## config.mk

```make
export PLATFORM = sky130hd
export DESIGN_NAME = regs_mp
export DESIGN_NICKNAME = d
export VERILOG_FILES = /design/src/rtl/regs_mp_pkg.sv /design/src/rtl/regs_mp_rdport.sv /design/src/rtl/regs_mp.sv
export SDC_FILE = /design/constraint.sdc
export NUM_CORES = 1
export LEC_CHECK = 0
export BUFFER_PORTS_ARGS = -buffer_cell sky130_fd_sc_hd__buf_2
export CAP_MARGIN = 0
export CELL_PAD_IN_SITES_DETAIL_PLACEMENT = 2
export CELL_PAD_IN_SITES_GLOBAL_PLACEMENT = 2
export CORE_ASPECT_RATIO = 0.6
export CORE_UTILIZATION = 50
export DETAILED_ROUTE_END_ITERATION = 10
export PLACE_DENSITY_LB_ADDON = 0.1
export SLEW_MARGIN = 20
export SYNTH_ARGS = -nofsm -noshare
export SYNTH_HDL_FRONTEND = slang
export SYNTH_SLANG_ARGS = --single-unit
export TNS_END_PERCENT = 10
```

## constraint.sdc

```tcl
create_clock -name clk -period 8.3 [get_ports clk]
set_input_delay 0.83 -clock clk [delete_from_list [all_inputs] [get_ports clk]]
set_output_delay 0.83 -clock clk [all_outputs]
set_load 0.01 [all_outputs]
```

## src/rtl/regs_mp_pkg.sv

```systemverilog
// rtl/regs_mp_pkg.sv - shared state type, byte width and strobe merge helper for regs_mp
package regs_mp_pkg;

    localparam int BYTE_W     = 8;
    // Widest bus the merge helper handles; callers cast to and from their own width.
    localparam int MAX_BUS_W  = 1024;
    localparam int MAX_STRB_W = MAX_BUS_W / BYTE_W;

    typedef enum logic {
        CLEAR,
        RUN
    } regs_mp_state_t;

    function automatic logic [MAX_BUS_W-1:0] strb_merge(
        input logic [MAX_BUS_W-1:0]  old_w,
        input logic [MAX_BUS_W-1:0]  new_w,
        input logic [MAX_STRB_W-1:0] strb
    );
        logic [MAX_BUS_W-1:0] res;
        res = old_w;
        for (int i = 0; i < MAX_STRB_W; i++) begin
            if (strb[i]) begin
                res[i*BYTE_W +: BYTE_W] = new_w[i*BYTE_W +: BYTE_W];
            end
        end
        return res;
    endfunction

endpackage

```

## src/rtl/regs_mp_rdport.sv

```systemverilog
// rtl/regs_mp_rdport.sv - one registered read port: range check, write bypass, output register
// Optional feature: REGS_MP_ZERO_REG_EN forces reads of address 0 to zero.
module regs_mp_rdport
    import regs_mp_pkg::*;
#(
    parameter int BUS_WIDTH  = 32,
    parameter int REGS_NUM   = 16,
    parameter int ADDR_WIDTH = 32,
    parameter int STRB_WIDTH = BUS_WIDTH / BYTE_W
) (
    input  logic                  clk,
    input  logic                  nreset,
    input  logic                  rd_en,
    input  logic [ADDR_WIDTH-1:0] rd_addr,
    input  logic [BUS_WIDTH-1:0]  rd_word,
    input  logic                  wr_en,
    input  logic [ADDR_WIDTH-1:0] wr_addr,
    input  logic [STRB_WIDTH-1:0] wr_strb,
    input  logic [BUS_WIDTH-1:0]  wr_data,
    output logic [BUS_WIDTH-1:0]  rd_data,
    output logic                  rd_valid
);

    localparam logic [ADDR_WIDTH-1:0] ADDR_LIMIT = ADDR_WIDTH'(REGS_NUM);

    logic [BUS_WIDTH-1:0] rd_data_q, rd_data_d;
    logic                 rd_valid_q, rd_valid_d;
    logic                 rd_ok;
    logic [BUS_WIDTH-1:0] word;

    always_comb begin
        rd_ok = (rd_addr < ADDR_LIMIT);
`ifdef REGS_MP_ZERO_REG_EN
        rd_ok = rd_ok && (rd_addr != '0);
`endif
        word = rd_word;
        // Write-first: a same-cycle write to this address is merged into the returned word.
        if (wr_en && (wr_addr == rd_addr)) begin
            word = BUS_WIDTH'(strb_merge(MAX_BUS_W'(rd_word), MAX_BUS_W'(wr_data),
                                         MAX_STRB_W'(wr_strb)));
        end
        rd_valid_d = rd_en;
        rd_data_d  = rd_data_q;
        if (rd_en) begin
            rd_data_d = rd_ok ? word : '0;
        end
    end

    always_ff @(posedge clk or negedge nreset) begin
        if (!nreset) begin
            rd_data_q  <= '0;
            rd_valid_q <= 1'b0;
        end else begin
            rd_data_q  <= rd_data_d;
            rd_valid_q <= rd_valid_d;
        end
    end

    assign rd_data  = rd_data_q;
    assign rd_valid = rd_valid_q;

endmodule

```

## src/rtl/regs_mp.sv

```systemverilog
// rtl/regs_mp.sv - multi-port register file with sequenced clear and write-to-read bypass
// Optional feature: REGS_MP_ZERO_REG_EN hardwires register 0 to zero.
module regs_mp
    import regs_mp_pkg::*;
#(
    parameter int BUS_WIDTH  = 32,
    parameter int REGS_NUM   = 16,
    parameter int ADDR_WIDTH = 32,
    localparam int STRB_WIDTH = BUS_WIDTH / 8
) (
    input  logic                  clk,
    input  logic                  nreset,
    input  logic                  clear,
    input  logic                  wr_en,
    input  logic [ADDR_WIDTH-1:0] wr_addr,
    input  logic [STRB_WIDTH-1:0] wr_strb,
    input  logic [BUS_WIDTH-1:0]  wr_data,
    input  logic                  rd_en_a,
    input  logic [ADDR_WIDTH-1:0] rd_addr_a,
    input  logic                  rd_en_b,
    input  logic [ADDR_WIDTH-1:0] rd_addr_b,
    output logic [BUS_WIDTH-1:0]  rd_data_a,
    output logic [BUS_WIDTH-1:0]  rd_data_b,
    output logic                  rd_valid_a,
    output logic                  rd_valid_b,
    output logic                  ready
);

    localparam int                    IDX_W      = $clog2(REGS_NUM);
    localparam logic [IDX_W-1:0]      LAST_IDX   = IDX_W'(REGS_NUM - 1);
    localparam logic [ADDR_WIDTH-1:0] ADDR_LIMIT = ADDR_WIDTH'(REGS_NUM);

    regs_mp_state_t   state_q, state_d;
    logic [IDX_W-1:0] ptr_q, ptr_d;

    // No reset on the array: the clear engine zeroes it instead.
    logic [BUS_WIDTH-1:0] regs_mem [REGS_NUM];

    logic                 accept;
    logic                 wr_ok;
    logic                 mem_we;
    logic [IDX_W-1:0]     mem_idx;
    logic [BUS_WIDTH-1:0] mem_wdata;

    always_comb begin
        state_d   = state_q;
        ptr_d     = ptr_q;
        accept    = 1'b0;
        mem_we    = 1'b0;
        mem_idx   = ptr_q;
        mem_wdata = '0;
        wr_ok     = wr_en && (wr_addr < ADDR_LIMIT) && (|wr_strb);
`ifdef REGS_MP_ZERO_REG_EN
        wr_ok     = wr_ok && (wr_addr != '0);
`endif
        case (state_q)
            CLEAR: begin
                mem_we = 1'b1;
                if (ptr_q == LAST_IDX) begin
                    state_d = RUN;
                    ptr_d   = '0;
                end else begin
                    ptr_d = ptr_q + IDX_W'(1);
                end
            end
            RUN: begin
                if (clear) begin
                    state_d = CLEAR;
                    ptr_d   = '0;
                end else begin
                    accept = 1'b1;
                    if (wr_ok) begin
                        mem_we    = 1'b1;
                        mem_idx   = wr_addr[IDX_W-1:0];
                        mem_wdata = BUS_WIDTH'(strb_merge(MAX_BUS_W'(regs_mem[wr_addr[IDX_W-1:0]]),
                                                          MAX_BUS_W'(wr_data),
                                                          MAX_STRB_W'(wr_strb)));
                    end
                end
            end
            default: state_d = CLEAR;
        endcase
    end

    always_ff @(posedge clk or negedge nreset) begin
        if (!nreset) begin
            state_q <= CLEAR;
            ptr_q   <= '0;
        end else begin
            state_q <= state_d;
            ptr_q   <= ptr_d;
        end
    end

    always_ff @(posedge clk) begin
        if (mem_we) begin
            regs_mem[mem_idx] <= mem_wdata;
        end
    end

    assign ready = (state_q == RUN);

    regs_mp_rdport #(
        .BUS_WIDTH (BUS_WIDTH),
        .REGS_NUM  (REGS_NUM),
        .ADDR_WIDTH(ADDR_WIDTH),
        .STRB_WIDTH(STRB_WIDTH)
    ) u_rdport_a (
        .clk     (clk),
        .nreset  (nreset),
        .rd_en   (accept && rd_en_a),
        .rd_addr (rd_addr_a),
        .rd_word (regs_mem[rd_addr_a[IDX_W-1:0]]),
        .wr_en   (accept && wr_en),
        .wr_addr (wr_addr),
        .wr_strb (wr_strb),
        .wr_data (wr_data),
        .rd_data (rd_data_a),
        .rd_valid(rd_valid_a)
    );

    regs_mp_rdport #(
        .BUS_WIDTH (BUS_WIDTH),
        .REGS_NUM  (REGS_NUM),
        .ADDR_WIDTH(ADDR_WIDTH),
        .STRB_WIDTH(STRB_WIDTH)
    ) u_rdport_b (
        .clk     (clk),
        .nreset  (nreset),
        .rd_en   (accept && rd_en_b),
        .rd_addr (rd_addr_b),
        .rd_word (regs_mem[rd_addr_b[IDX_W-1:0]]),
        .wr_en   (accept && wr_en),
        .wr_addr (wr_addr),
        .wr_strb (wr_strb),
        .wr_data (wr_data),
        .rd_data (rd_data_b),
        .rd_valid(rd_valid_b)
    );

endmodule

```

==> run summary <==
* **ranking of synthesized cells by instance count** sky130_fd_sc_hd__edfxtp_1 (512), sky130_fd_sc_hd__mux4_2 (416), sky130_fd_sc_hd__clkbuf_1 (127), sky130_fd_sc_hd__dfrtp_1 (71), sky130_fd_sc_hd__nand2_1 (69)
* **post-route clock skew** 0.0217 ns
* **actual transition at the worst max-transition pin** 1.20 ns
* **highest clock frequency the design can meet** 0.246 GHz
* **largest net degree at the start of global routing** 80
* **crit start category** input port
* **combined flip-flop and latch cell area** 17200 um^2
* **Max clock buf depth** 3
* **number of global-route vias before repair** 24.3k
* **Post-Syn Nets** 2060
* **Die ar.** 65500 um^2
* **antenna cell count** 0
* **Critical Path AT** 4.32 ns
* **ordered list of cells on the worst path** buf_2, or4_1, nand3_1, or4_4, mux2i_1, nor4_2, buf_4
* **TritonCTS clock tree** built
* **delay of the slowest cell on the worst path** 0.73 ns
* **leakage power figure** 12.4 nW
* **number of pins with negative max-slew slack in the final report** 0
* **buffer type at the clock tree root** sky130_fd_sc_hd__clkbuf_16
* **unrepaired setup endpoints after global routing** no
* **final worst-path cycle share** 0.490
* **GRT Residual Overflow** 0
* **Post-DP HPWL** 77.9 mm
* **layout overhead on the synthesized area** 11.9%
* **clk slew on worst S/H paths** 0.06 ns
* **die span in x** 330 um
* **placeable core region** 63200 um^2
* **CTS H-tree lvls** 2
* **Avg WL per Cell** 43.9 um
* **sum of buffers and inverters on the critical path** 2
* **ports placed on the boundary** 205
* **Die Y** 199 um
* **number of DRC violations after detailed routing** 0
* **Detailed Route WL** 129 mm
* **count of input and output buffers** 204
* **Critical Path RT** 8.55 ns
* **pwr dens** 236 nW/um^2
* **Reg-to-Reg End** u_rdport_b.rd_data[30]
* **Fin. Hold Viols** 0
* **final setup vio count** 0
* **worst r2r path cells** 9
* **path type of the worst min-delay path** input port to asynchronous set/reset pin
* **number of optimization iterations in the first detailed-route pass** 6
* **row count** 71
* **synthesis-stage register bit count** 583
* **total clock buffers created by CTS** 56
* **async set or reset register ratio after synthesis** 0.122
* **mean cell area of the mapped netlist** 16.8 um^2
* **number of setup buffers added after CTS** 0
* **cell type contributing the most total cell area after synthesis** sky130_fd_sc_hd__edfxtp_1
* **VDD IR max** 199 uV
* **Resized cells post-CTS** 0
* **result of the run** finished, final reports clean
* **Starting Density** 0.510
* **critical path fanouts, max** 38
* **setup tns final** 0 ns
* **time the final worst path needs with I/O delays and setup** 4.06 ns
* **total via count in the routed design** 23.4k
* **DR vias/cell** 7.98
* **Max Cap Violations** 0
* **fill cell total of the finished layout** 5287
* **clock latency reported for the late side of the worst-skew pair** 0.64 ns
* **Hold Buf Count CTS** 0
* **Rel. slew slack** 0.196
* **number of enable-type register cells in the synthesized netlist** 512
* **total standard cell area after synthesis** 32200 um^2
* **Detail Route Antenna Nets** 0
* **clk sink count** 583
* **slack of the worst reg-to-reg path** 4.33 ns
* **gpl congestion** 0.928
* **Top FF cell, synth** sky130_fd_sc_hd__edfxtp_1
* **category of the worst setup path capture point** flop
* **cell types occupying the most area after synthesis** sky130_fd_sc_hd__edfxtp_1 (48%), sky130_fd_sc_hd__mux4_2 (29%), sky130_fd_sc_hd__dfrtp_1 (5.5%)
* **proportion of netlist area held by the largest area contributor** 0.477
* **share of cells above drive strength 1** 0.384
* **part of the Yosys area used for sequential elements** 0.533
* **first-pass GRT wire length** 184 mm
* **Tot Pwr** 0.00851 W
* **Reg2Reg Launch Point** ready
* **count of distinct cell types in the synthesized netlist** 44
* **number of synthesis warnings** 0
* **number of antenna violations at the first check in global routing** 2
* **net count of the finished layout** 2186
* **Multi-input gate area** 14400 um^2
* **Top Family by Delay on Critical Path** simple AND/OR/NAND/NOR gates
* **most frequent cell after synthesis** sky130_fd_sc_hd__edfxtp_1
* **critical setup path kind** input port to flop
* **drt initial violations** 3253
* **post-synthesis cell count** 1921
* **total track usage** 0.400
* **slowest stage cell on the critical path** sky130_fd_sc_hd__buf_4
per-stage QoR:
step	area (um^2)	hold WS [ns]	worst slack (ns)	utilization	cells
6_report	36000	0.182	4.24	0.570	2932
5_1_grt	36000	0.215	4.21	0.570	2932
4_1_cts	36000	0.196	4.35	0.570	2932
3_5_place_dp	34100	0.494	3.71	0.540	2828
3_3_place_gp	34100	0.478	3.88	0.540	2828
2_1_floorplan	32200	0.525	2.45	-	1921
logic make-up (layout without fill, tap and decap cells):
| family | count (synthesis) | in the layout | synth area share |
|---|---|---|---|
| flops | 583 | 583 | 0.533 |
| mux | 487 | 487 | 0.313 |
| simple gates | 331 | 331 | 0.0541 |
| compound gates | 232 | 232 | 0.0539 |
| buf+inv | 222 | 394 | 0.0280 |
| xor+xnor | 65 | 65 | 0.0177 |
| fa+ha+maj | 1 | 1 | 0.000388 |
layout by cell type (no fill, tap or decap), drive strengths merged, types with 2 or more instances in the layout:
cell type | synthesis | final
or4 | 2 | 2
clkinvlp | 0 | 2
nor3 | 67 | 67
xnor2 | 53 | 53
a41oi | 32 | 32
and3b | 2 | 2
nand3 | 4 | 4
nor2b | 35 | 35
clkbuf | 127 | 73
a22o | 34 | 34
clkinv | 1 | 21
nand4 | 49 | 49
nand2 | 69 | 69
nor2 | 41 | 41
dfrtp | 71 | 71
a31oi | 2 | 2
o211ai | 33 | 33
or2 | 2 | 2
and3 | 16 | 16
bufinv | 0 | 8
mux4 | 416 | 416
edfxtp | 512 | 512
a21oi | 32 | 32
inv | 34 | 35
o22ai | 31 | 31
buf | 60 | 255
xor2 | 12 | 12
mux2i | 67 | 67
o21ai | 3 | 3
and2 | 2 | 2
a221oi | 32 | 32
o31ai | 32 | 32
nor4 | 40 | 40
mux2 | 4 | 4
report_power, final:
group,leakage [nW],internal [W],switching [W]
Clock,0.928,0.00155,0.00120
Combinational,5.54,0.000717,0.00107
Sequential,5.92,0.00365,0.000333
routing by layer:
layer / track usage / wire length (um) / vias to the layer above / share of wire
li1: - / - / 8490 / -
met1: 0.565 / 48000 / 12500 / 0.37
met2: 0.616 / 60000 / 2085 / 0.47
met3: 0.0998 / 16500 / 333 / 0.13
met4: 0.128 / 4370 / 0 / 0.034
met5: 0 / 0 / - / 0
worst register-to-register path, stage by stage, from the launching register on:
cell and delay (ns):
sky130_fd_sc_hd__dfrtp_1 0.61, sky130_fd_sc_hd__inv_1 0.19, sky130_fd_sc_hd__nor2_2 0.26, sky130_fd_sc_hd__nand2_2 0.72
sky130_fd_sc_hd__inv_1 0.30, sky130_fd_sc_hd__nand4_1 0.25, sky130_fd_sc_hd__nor2_4 0.59, sky130_fd_sc_hd__buf_4 0.51
sky130_fd_sc_hd__o211ai_1 0.21, sky130_fd_sc_hd__o211ai_1 0.22
how the worst max path moves through the flow:
stage / startpoint / to / slack [ns] / cells past startpoint
after detailed placement: wr_strb[3] / regs_mem[13][17] / 3.71 / 7
final: wr_strb[2] / regs_mem[6][19] / 4.24 / 7
after floorplan: wr_addr[17] / regs_mem[0][0] / 2.45 / 6
after global placement: wr_strb[3] / regs_mem[4][16] / 3.88 / 7
after CTS: wr_strb[3] / regs_mem[6][19] / 4.35 / 7
after global routing: ready / u_rdport_b.rd_data[30] / 4.21 / 9
registers in the layout, indices dropped and copies added (netlist names):
register             flops
u_rdport_b.rd_valid      1
ready                    1
u_rdport_a.rd_valid      1
regs_mem               512
u_rdport_b.rd_data      32
u_rdport_a.rd_data      32
ptr_q                    4
cell type report:
| type | count | share of cell area |
|---|---|---|
| flip-flops and latches | 583 | 0.476 |
| repair buffers | 255 | 0.0404 |
| multi-input cells | 1116 | 0.398 |
| clock inverters | 31 | 0.00983 |
| inverters | 35 | 0.00365 |
| clock buffers | 73 | 0.0426 |
| well taps | 839 | 0.0291 |
(Power assumes the default switching activity.)
